===== src/rtl/aes_vector_sequencer.sv =====
// Steps NUM_VEC stored AES-128 vectors through the core under test and scores each result.
// Per vector: FETCH, LOAD, START, then up to TIMEOUT WAIT cycles, then CHECK; go is ignored while busy.
module aes_vector_sequencer #(
    parameter int NUM_VEC = 16,
    parameter int ADDR_W  = 4,
    parameter int TIMEOUT = 64,
    parameter int TO_W    = 7
) (
    input  logic              clk,
    input  logic              rst,
    input  logic              go,
    output logic [ADDR_W-1:0] vec_addr,
    input  logic [127:0]      vec_key,
    input  logic [127:0]      vec_pt,
    input  logic [127:0]      vec_ct,
    output logic [127:0]      aes_key,
    output logic [127:0]      aes_din,
    output logic              aes_start,
    input  logic              aes_done,
    input  logic [127:0]      aes_dout,
    output logic              busy,
    output logic              finished,
    output logic [ADDR_W:0]   pass_cnt,
    output logic [ADDR_W:0]   fail_cnt,
    output logic              timeout_seen,
    output logic              first_fail_valid,
    output logic [ADDR_W-1:0] first_fail_idx
);

    localparam logic [2:0] S_IDLE  = 3'd0;
    localparam logic [2:0] S_FETCH = 3'd1;
    localparam logic [2:0] S_LOAD  = 3'd2;
    localparam logic [2:0] S_START = 3'd3;
    localparam logic [2:0] S_WAIT  = 3'd4;
    localparam logic [2:0] S_CHECK = 3'd5;
    localparam logic [2:0] S_DONE  = 3'd6;

    localparam logic [ADDR_W-1:0] LAST_IDX = ADDR_W'(NUM_VEC - 1);
    localparam logic [TO_W-1:0]   WAIT_MAX = TO_W'(TIMEOUT - 1);

    logic [2:0]        state_q, state_d;
    logic [ADDR_W-1:0] idx_q, idx_d;
    logic [127:0]      key_q, key_d;
    logic [127:0]      din_q, din_d;
    logic [127:0]      exp_q, exp_d;
    logic [127:0]      res_q, res_d;
    logic [TO_W-1:0]   wcnt_q, wcnt_d;
    logic              tout_q, tout_d;
    logic [ADDR_W:0]   pass_q, pass_d;
    logic [ADDR_W:0]   fail_q, fail_d;
    logic              tseen_q, tseen_d;
    logic              ffv_q, ffv_d;
    logic [ADDR_W-1:0] ffi_q, ffi_d;

    always_comb begin
        state_d = state_q;
        idx_d   = idx_q;
        key_d   = key_q;
        din_d   = din_q;
        exp_d   = exp_q;
        res_d   = res_q;
        wcnt_d  = wcnt_q;
        tout_d  = tout_q;
        pass_d  = pass_q;
        fail_d  = fail_q;
        tseen_d = tseen_q;
        ffv_d   = ffv_q;
        ffi_d   = ffi_q;
        case (state_q)
            S_IDLE, S_DONE: begin
                if (go) begin
                    state_d = S_FETCH;
                    idx_d   = '0;
                    pass_d  = '0;
                    fail_d  = '0;
                    tseen_d = 1'b0;
                    ffv_d   = 1'b0;
                    ffi_d   = '0;
                end
            end
            S_FETCH: state_d = S_LOAD;
            S_LOAD: begin
                key_d   = vec_key;
                din_d   = vec_pt;
                exp_d   = vec_ct;
                state_d = S_START;
            end
            S_START: begin
                wcnt_d  = '0;
                tout_d  = 1'b0;
                state_d = S_WAIT;
            end
            S_WAIT: begin
                // A done on the last allowed cycle still wins over the timeout
                if (aes_done) begin
                    res_d   = aes_dout;
                    state_d = S_CHECK;
                end else if (wcnt_q == WAIT_MAX) begin
                    tout_d  = 1'b1;
                    state_d = S_CHECK;
                end else begin
                    wcnt_d = wcnt_q + 1'b1;
                end
            end
            S_CHECK: begin
                if (!tout_q && (res_q == exp_q)) begin
                    pass_d = pass_q + 1'b1;
                end else begin
                    fail_d  = fail_q + 1'b1;
                    tseen_d = tseen_q | tout_q;
                    if (!ffv_q) begin
                        ffv_d = 1'b1;
                        ffi_d = idx_q;
                    end
                end
                if (idx_q == LAST_IDX) begin
                    state_d = S_DONE;
                end else begin
                    idx_d   = idx_q + 1'b1;
                    state_d = S_FETCH;
                end
            end
            default: state_d = S_IDLE;
        endcase
    end

    always_ff @(posedge clk) begin
        if (rst) begin
            state_q <= S_IDLE;
            idx_q   <= '0;
            key_q   <= '0;
            din_q   <= '0;
            exp_q   <= '0;
            res_q   <= '0;
            wcnt_q  <= '0;
            tout_q  <= 1'b0;
            pass_q  <= '0;
            fail_q  <= '0;
            tseen_q <= 1'b0;
            ffv_q   <= 1'b0;
            ffi_q   <= '0;
        end else begin
            state_q <= state_d;
            idx_q   <= idx_d;
            key_q   <= key_d;
            din_q   <= din_d;
            exp_q   <= exp_d;
            res_q   <= res_d;
            wcnt_q  <= wcnt_d;
            tout_q  <= tout_d;
            pass_q  <= pass_d;
            fail_q  <= fail_d;
            tseen_q <= tseen_d;
            ffv_q   <= ffv_d;
            ffi_q   <= ffi_d;
        end
    end

    // Status and the start pulse decode straight from the state register
    assign vec_addr         = idx_q;
    assign aes_key          = key_q;
    assign aes_din          = din_q;
    assign aes_start        = (state_q == S_START);
    assign busy             = (state_q != S_IDLE) && (state_q != S_DONE);
    assign finished         = (state_q == S_DONE);
    assign pass_cnt         = pass_q;
    assign fail_cnt         = fail_q;
    assign timeout_seen     = tseen_q;
    assign first_fail_valid = ffv_q;
    assign first_fail_idx   = ffi_q;

endmodule


===== config.mk =====
export PLATFORM = sky130hd
export DESIGN_NAME = aes_vector_sequencer
export DESIGN_NICKNAME = d
export VERILOG_FILES = /design/src/rtl/aes_vector_sequencer.sv
export SDC_FILE = /design/constraint.sdc
export NUM_CORES = 1
export LEC_CHECK = 0
export CORE_AREA = 2 2 310 312
export DETAILED_ROUTE_END_ITERATION = 10
export DIE_AREA = 0 0 312 314
export GPL_TIMING_DRIVEN = 1
export HOLD_SLACK_MARGIN = 0.15
export PLACE_DENSITY = 0.53
export SLEW_MARGIN = 0
export SYNTH_ARGS = -nofsm -noshare
export SYNTH_HDL_FRONTEND = slang
export SYNTH_SLANG_ARGS = --single-unit

===== constraint.sdc =====
create_clock -name clk -period 4.1 [get_ports clk]
set_clock_uncertainty 0.1 [all_clocks]
set_input_delay 0.615 -clock clk [delete_from_list [all_inputs] [get_ports clk]]
set_output_delay 0.615 -clock clk [all_outputs]
set_load 0.02 [all_outputs]

## Word level (Yosys, flattened, before mapping)

Cells that the tools add are included.

| storage, ports and cells | value |
|---|---|
| logic and storage cells | 80 |
| output and inout bits | 279 |
| register bits after elaboration | 543 |

| operators by class | value |
|---|---|
| bitwise gates (word level) | 1 |
| reduce and logical (&&, ||, !) cells | 16 |
| equal/unequal tests | 19 |
| multiplexer cells | 27 |
| add/subtract/negate cells | 4 |

Operators by type and width:

| cell | count |
|---|---|
| == test 128 bit | 1 |
| case mux 5 bit (2 select lines) | 2 |
| case mux 3 bit (6 select lines) | 1 |
| two-way mux 4 bit | 4 |
| inequality test 2 bit, second input constant | 8 |
| case mux 4 bit (2 select lines) | 2 |
| two-way mux 5 bit | 3 |
| AND reduction 3 bit | 5 |
| two-way mux 7 bit | 2 |
| case mux 7 bit (2 select lines) | 1 |
| two-way mux 3 bit | 4 |
| adder 5 x 1 -> 5 bit, second input constant | 2 |
| == test 3 bit, second input constant | 3 |
| adder 7 x 1 -> 7 bit, second input constant | 1 |
| == test 7 x 6 -> 1 bit, second input constant | 1 |
| == test 3 x 2 -> 1 bit, second input constant | 2 |
| inequality test 3 bit, second input constant | 2 |
| case mux 1 bit (2 select lines) | 3 |
| two-way mux 1 bit | 5 |
| adder 4 x 1 -> 4 bit, second input constant | 1 |
| == test 4 bit, second input constant | 1 |
| AND reduction 2 bit | 2 |
| AND reduction 4 bit | 1 |
| nonzero test 2 bit | 2 |
| 7 further kinds | 8 |

## Depth between registers and ports, before layout

Gate-level depths: netlist of run 1.

| logic depth | value |
|---|---|
| depth after elaboration | 4 |
| mapped depth | 9 |
| depth with buffers taken out | 8 |

## Least setup slack after synthesis of run 1

Ideal clock, no wire load.

| path | value |
|---|---|
| kind | register -> register |
| start point | reg exp_q[3] |
| end point | reg pass_q[4], in the netlist pass_cnt[4] |
| arrival | 2.506 ns |
| data required time | 3.926 ns |
| slack | 1.420 ns |
| setup time | 0.074 ns |
| clock period less this slack | 2.680 ns |
| cell stages (with the launch flop) | 9 |
| cell sequence | dfxtp_1 nor2b_1 a2111o_1 a2111oi_2 nand4_1 or4_4 buf_6 or4_1 a31oi_1 |

| between the ends | value |
|---|---|
| cells in the longest elaborated chain, start to end | 4 |

Ends and longest elaborated chain:

| what | RTL line | text |
|---|---|---|
| start, declared | 45 | `logic [127:0] exp_q, exp_d;` |
| start signal, assigned | 147 | `exp_q <= exp_d;` |
| == test 128 bit | 106 | `if (!tout_q && (res_q == exp_q)) begin` |
| logical AND 1 bit | 106 |  |
| inequality test 2 bit (no source line) | n/a |  |
| AND reduction 3 bit (no source line) | n/a |  |
| end signal, assigned | 151 | `pass_q <= pass_d;` |
| end, declared | 49 | `logic [ADDR_W:0] pass_q, pass_d;` |

No other way between the ends.
A chain may end at the register's enable or synchronous reset.

## Worst setup path after layout of run 1

| path | value |
|---|---|
| start point | reg res_q[12] |
| end point | reg pass_q[4], in the netlist pass_cnt[4] |

| between the ends | value |
|---|---|
| cells in the longest elaborated chain, start to end | 4 |

Ends and longest elaborated chain:

| what | RTL line | text |
|---|---|---|
| start, declared | 46 | `logic [127:0] res_q, res_d;` |
| start signal, assigned | 148 | `res_q <= res_d;` |
| == test 128 bit | 106 |  |
| logical AND 1 bit | 106 |  |
| inequality test 2 bit (no source line) | n/a |  |
| AND reduction 3 bit (no source line) | n/a |  |

No other way between the ends.

==> results of run 1 <==
[sequential cells by signal, summed over array words and instances (netlist names)]
name / cells
fail_cnt: 5
aes_key: 128
exp_q: 128
res_q: 128
state_q: 3
first_fail_idx: 4
first_fail_valid: 1
aes_din: 128
tout_q: 1
wcnt_q: 7
vec_addr: 4
pass_cnt: 5
timeout_seen: 1
[cell families (layout without fill, tap and decap cells)]
logic type	count (synthesis)	in the layout	share of synthesized area (%)
flip-flops	543	543	53.07
AND/OR/NAND/NOR	1193	1193	23.44
buffers and inverters	218	980	4.031
XOR/XNOR	83	83	3.549
other	0	16	0
multiplexers	2	2	0.1099
AO/OA/AOI/OAI	596	596	15.56
adder cells (fa/ha/maj)	4	4	0.2443
[worst paths after layout]
path	startpoint	endpoint	slack, ps	cells after the start
setup / recovery	res_q[12]	pass_cnt[4]	920	7
hold / removal	aes_din[31]	aes_din[31]	350	2
setup reg to reg	res_q[12]	pass_cnt[4]	920	7
hold reg to reg	aes_din[31]	aes_din[31]	350	2
[cell usage in the layout, fill, tap and decap left out, drive strengths merged, types with 3 or more instances in the layout]
cell and n:
or4 4, a22o 6, and2 4, a21oi 524, nor3 9, nand2 1053, nand2b 20, a211oi 3
a31oi 6, xor2 15, clkdlybuf4s50 793, buf 28, o22ai 10, ha 4, nor2b 32, o2111ai 6
a22oi 3, o211ai 3, o21ai 12, xnor2 68, nand4 22, nand3 13, bufinv 3, clkinvlp 3
clkbuf 100, inv 40, nor4 14, dfxtp 543, clkinv 13, a31o 4, a2111o 9, nor2 10
nor3b 3, diode 16
[layout make-up]
type	instances	area [um2]
diodes	16	40.04
fillers	10104	62560
repair buffers	821	8293
flip-flops and latches	543	10870
well taps	1265	1583
clock inverters	22	274.0
multi-input cells	1878	8806
clock buffers	100	1881
inverters	37	138.9
[layer usage]
| layer | vias up | share of wire (%) | GRT usage (%) |
|---|---|---|---|
| li1 | 10042 | - | - |
| met1 | 9563 | 43 | 23.12 |
| met2 | 673 | 46 | 28.43 |
| met3 | 163 | 8.0 | 5.968 |
| met4 | 36 | 3.1 | 7.419 |
| met5 | - | 0.25 | 0 |
[critical path: stages, from the launching register on]
cell     delay, ps
dfxtp_1        330
xnor2_1        440
nand4_1        360
nor4_1         400
nand4_1        160
or4_4          600
or4_1          510
a31oi_1        180
[power by group]
part	internal, mW	leakage, nW	switching (mW)
logic	1.37	5.35	1.76
registers	5.69	4.40	0.249
clock network	3.41	1.04	2.49
total	10.5	10.8	4.50
[per-stage QoR]
step	cells	instance area (um2)	utilization, %	setup slack (ps)	hold WS (ps)
CTS	4666	31850	33.72	896.7	324.9
floorplan	2639	20480	-	1420	336.3
finish	4682	31890	33.76	919.0	351.3
global placement	4544	29690	31.44	942.4	340.4
global route	4679	31880	33.75	818.4	367.2
detailed placement	4544	29690	31.44	1016	345.6
==> flow_metrics.env, run 1 <==
export IMPL_outcome="complete, no violations"
export IMPL_synthFlopType="dfxtp_1"
export IMPL_cts_buffers=67
export IMPL_htreeDepth=3
export IMPL_yosysMostFrequentCell="nand2_1"
export IMPL_cts_path_max_buffers=3
export IMPL_clock_sinks=543
export IMPL_ys_warn_count=0
export IMPL_drive_above_1_share_pct=4.058
export IMPL_antenna_found_initial=36
export IMPL_slew_headroom_pct=38.63
export IMPL_layout_nets=3868
export IMPL_synth_top_cell_area_share_pct=53.07
export IMPL_synth_top_area_cell="dfxtp_1"
export IMPL_root_buffer="clkbuf_16"
export IMPL_ant_nets=0
export IMPL_period_share_pct=77.58
export IMPL_dr_total_vias=20477
export IMPL_avgViaCountPerCell=4.374
export IMPL_gp_congestion=0.8442
export IMPL_grt_overflow_total=0
export IMPL_routed_wl_mm=94.02
export IMPL_max_freq_mhz=314.4
export IMPL_tns_ps=0
export IMPL_p_total_mw=14.97
export IMPL_critPathLaunchType="flip-flop"
export IMPL_worstPathArrival_ps=3620
export IMPL_core_area_um2=94450
export IMPL_critPathRequiredTime_ps=4540
export IMPL_dieArea_um2=97970
export IMPL_ys_top_cells_by_count="nand2_1, dfxtp_1, a21oi_1, clkbuf_1, xnor2_1"
export IMPL_port_buffer_count=794
export IMPL_fin_crit_ps=3181
export IMPL_num_io_pins=795
export IMPL_grt_total_usage_pct=18.22
export IMPL_initial_core_util_pct=21.69
export IMPL_grt_max_degree=182
export IMPL_vdd_ir_drop_max_uv=315.3
export IMPL_synth_area_leaders="dfxtp_1, nand2_1, a21oi_1"
export IMPL_dp_hpwl_mm=69.19
export IMPL_clk_pin_slew_ps=60
export IMPL_hold_class="reg2reg"
export IMPL_cts_hold_buf=0
export IMPL_cts_setup_buffers=0
export IMPL_synth_nets=3159
export IMPL_syn_cell_area_um2=20480
export IMPL_die_x_um=312
export IMPL_routedWlPerCell_um=20.08
export IMPL_leakage_nw=10.79
export IMPL_synth_seq_area_share_pct=53.07
export IMPL_setup_violations=0
export IMPL_grt_pass1_vias=19615
export IMPL_synth_cells=2639
export IMPL_rsz0062_at_grt="false"
export IMPL_area_growth_pct=55.66
export IMPL_synth_ff_latch_count=543
export IMPL_cts_tree="yes"
export IMPL_final_hold_viol_count=0
export IMPL_drv_slew=0
export IMPL_synth_area_per_cell_um2=7.762
export IMPL_synth_async_sr_flop_share_pct=0
export IMPL_die_h_um=314
export IMPL_dr_pass1_iters=5
export IMPL_end_kind="flip-flop"
export IMPL_p_per_area_nw_per_um2=469.4
export IMPL_worstSkewPairLatency_ps=620
export IMPL_critical_path_class="reg2reg"
export IMPL_drc_errors=0
export IMPL_maxCapViolations=0
export IMPL_synth_cell_type_count=48
export IMPL_post_cts_resized=0
export IMPL_placementRows=113
export IMPL_drt_iter0_markers=1653
export IMPL_grt_first_pass_wirelength_mm=132.9
export IMPL_critPathMaxFanout=20
export IMPL_tightestPinTransition_ps=920.6
export IMPL_synth_edff_count=0
Note: power is estimated with default switching activity, not from simulation.
==> inputs of run 2 (changes only) <==
--- a/config.mk
+++ b/config.mk
@@ -5,9 +5,9 @@
 export SDC_FILE = /design/constraint.sdc
 export NUM_CORES = 1
 export LEC_CHECK = 0
-export CORE_AREA = 2 2 310 312
+export CORE_AREA = 2 2 311 313
 export DETAILED_ROUTE_END_ITERATION = 10
-export DIE_AREA = 0 0 312 314
+export DIE_AREA = 0 0 313 315
 export GPL_TIMING_DRIVEN = 1
 export HOLD_SLACK_MARGIN = 0.15
 export PLACE_DENSITY = 0.53
==> constraint.sdc (replaced) <==
create_clock -name clk -period 3.1 [get_ports clk]
set_clock_uncertainty 0.1 [all_clocks]
set_input_delay 0.465 -clock clk [delete_from_list [all_inputs] [get_ports clk]]
set_output_delay 0.465 -clock clk [all_outputs]
set_load 0.02 [all_outputs]
==> run 2 against run 1 <==
Net effect:
- wire length rose by 0.57%
- via count up 0.65%
- sequential power grew 32%
- combinational power is 38% higher
- critical path type unchanged
- critical endpoint unchanged
- highest routed layer unchanged
==> flow_metrics.env, run 2 (synthesis results as in run 1) <==
export IMPL_grt_overflow_total=0
export IMPL_place_area_um2=30050
export IMPL_max_freq_mhz=333.9
export IMPL_slew_headroom_pct=39.66
export IMPL_vdd_ir_drop_max_uv=462.2
export IMPL_period_share_pct=96.60
export IMPL_htreeDepth=3
export IMPL_fillers=10106
export IMPL_drv_slew=0
export IMPL_antenna_found_initial=20
export IMPL_critPathBufInv=0
export IMPL_initial_core_util_pct=21.40
export IMPL_cp_cell_sequence="xnor2_1, nand4_1, nor4_2, nand4_1, or4_4, or4_1, a31oi_1"
export IMPL_grt_max_degree=174
export IMPL_die_x_um=313
export IMPL_cts_buffers=68
export IMPL_maxCapViolations=0
export IMPL_ant_nets=0
export IMPL_critPathSlowestCell="or4_4"
export IMPL_end_kind="flip-flop"
export IMPL_port_buffer_count=794
export IMPL_layout_nets=3902
export IMPL_area_growth_pct=58.39
export IMPL_cp_top_family="simple AND/OR/NAND/NOR gates"
export IMPL_stdcell_area_um2=32450
export IMPL_hold_class="in2reg"
export IMPL_drc_errors=0
export IMPL_slowest_delay_ps=580
export IMPL_fin_crit_ps=2994
export IMPL_critPathRequiredTime_ps=3560
export IMPL_setup_violations=0
export IMPL_leakage_nw=11.10
export IMPL_routedWlPerCell_um=20.05
export IMPL_outcome="complete, no violations"
export IMPL_clk_pin_slew_ps=60
export IMPL_gp_congestion=0.8619
export IMPL_final_common_cell="nand2_1"
export IMPL_final_hold_viol_count=0
export IMPL_drive_above_1_share_pct=5.446
export IMPL_drt_iter0_markers=1607
export IMPL_clock_sinks=543
export IMPL_cts_tree="yes"
export IMPL_die_h_um=315
export IMPL_critical_path_class="reg2reg"
export IMPL_tightestPinTransition_ps=905.1
export IMPL_routed_wl_mm=94.56
export IMPL_tns_ps=0
export IMPL_worstPathArrival_ps=3450
export IMPL_core_area_um2=95710
export IMPL_num_io_pins=795
export IMPL_placementRows=114
export IMPL_critPathMostFrequentCell="nand4_1"
export IMPL_grt_first_pass_wirelength_mm=133.9
export IMPL_grt_pass1_vias=19621
export IMPL_layout_common_cells="nand2_1, clkdlybuf4s50_1, dfxtp_1"
export IMPL_dp_hpwl_mm=71.54
export IMPL_dr_total_vias=20610
export IMPL_grt_total_usage_pct=18.24
export IMPL_critPathMaxFanout=11
export IMPL_avgViaCountPerCell=4.369
export IMPL_p_per_area_nw_per_um2=629.6
export IMPL_root_buffer="clkbuf_16"
export IMPL_dr_pass1_iters=6
export IMPL_critPathLaunchType="flip-flop"
export IMPL_dieArea_um2=98600
export IMPL_worstSkewPairLatency_ps=630
export IMPL_rsz0062_at_grt="false"
export IMPL_cts_path_max_buffers=3
[run 2: cell types whose count changed in the layout (fill, tap and decap cells not counted), moves of 8 or more]
cell,before,now
buf_12,11,19
buf_4,16,40
clkbuf_8,8,20
clkbuf_1,25,12
diode_2,16,7
[run 2: timing repair]
action,4_1_cts,5_1_grt
hold buffers,1,0
setup endpoints to repair,0,4
resized for setup,0,4
hold endpoints to repair,33,0
setup buffers,0,0
[run 2: through the flow]
stage	hold slack, ps	worst slack, ps	std cells	total power [mW]	utilization, %
after floorplan	336.3	419.7	2639	9.916	-
after global placement	340.6	57.29	4587	12.32	31.39
after detailed placement	345.3	105.8	4587	12.33	31.39
after CTS	209.7	6.074	4710	20.69	33.86
after global routing	240.7	14.75	4714	21.33	33.89
final	267.4	105.5	4717	20.43	33.90
[run 2: worst paths after layout]
kind,startpoint,end,slack [ps],cells after the start
worst max-delay path,res_q[64],pass_cnt[4],110,7
worst min-delay path,vec_ct[62],exp_q[62],270,3
worst max register to register,res_q[64],pass_cnt[4],110,7
worst min register to register,aes_key[57],aes_key[57],350,2
[run 2: final cells by class]
| class | count | area (um2) | share of cell area (%) |
|---|---|---|---|
| Clock inverter | 21 | 306.5 | 0.9448 |
| Tap cell | 1276 | 1597 | 4.921 |
| Multi-Input combinational cell | 1878 | 8825 | 27.20 |
| Timing Repair Buffer | 854 | 8643 | 26.64 |
| Antenna cell | 7 | 17.52 | 0.05399 |
| Clock buffer | 101 | 2047 | 6.309 |
| Sequential cell | 543 | 10870 | 33.51 |
| Inverter | 37 | 138.9 | 0.4280 |
[run 2: tightest hold or removal path, stage by stage]
cell	delay [ps]
clkdlybuf4s50_1	400
nand2_1	50
a21oi_1	50
[run 2: report_power, final]
| part | internal (mW) | total, mW | leakage [nW] | switching, mW |
|---|---|---|---|---|
| clock | 4.89 | 8.26 | 1.15 | 3.37 |
| sequential | 7.52 | 7.85 | 4.40 | 0.329 |
| combinational | 1.95 | 4.32 | 5.55 | 2.37 |
| total | 14.4 | 20.4 | 11.1 | 6.07 |
[run 2: metal layers]
layer  part of all wire, %  global-route usage, %  vias up
met5                  0.17                      0        -
met3                   7.3                  5.216      129
met1                    43                  23.51     9701
li1                      -                      -    10117
met4                   2.1                  4.937       26
met2                    47                  29.71      637
==> inputs of run 3 (changes only) <==
--- a/config.mk
+++ b/config.mk
@@ -8,6 +8,7 @@
 export CORE_AREA = 2 2 311 313
 export DETAILED_ROUTE_END_ITERATION = 10
 export DIE_AREA = 0 0 313 315
+export GPL_ROUTABILITY_DRIVEN = 0
 export GPL_TIMING_DRIVEN = 1
 export HOLD_SLACK_MARGIN = 0.15
 export PLACE_DENSITY = 0.53
==> results of run 3 <==
The final DEF is identical to that of run 2; final timing and power are the same.
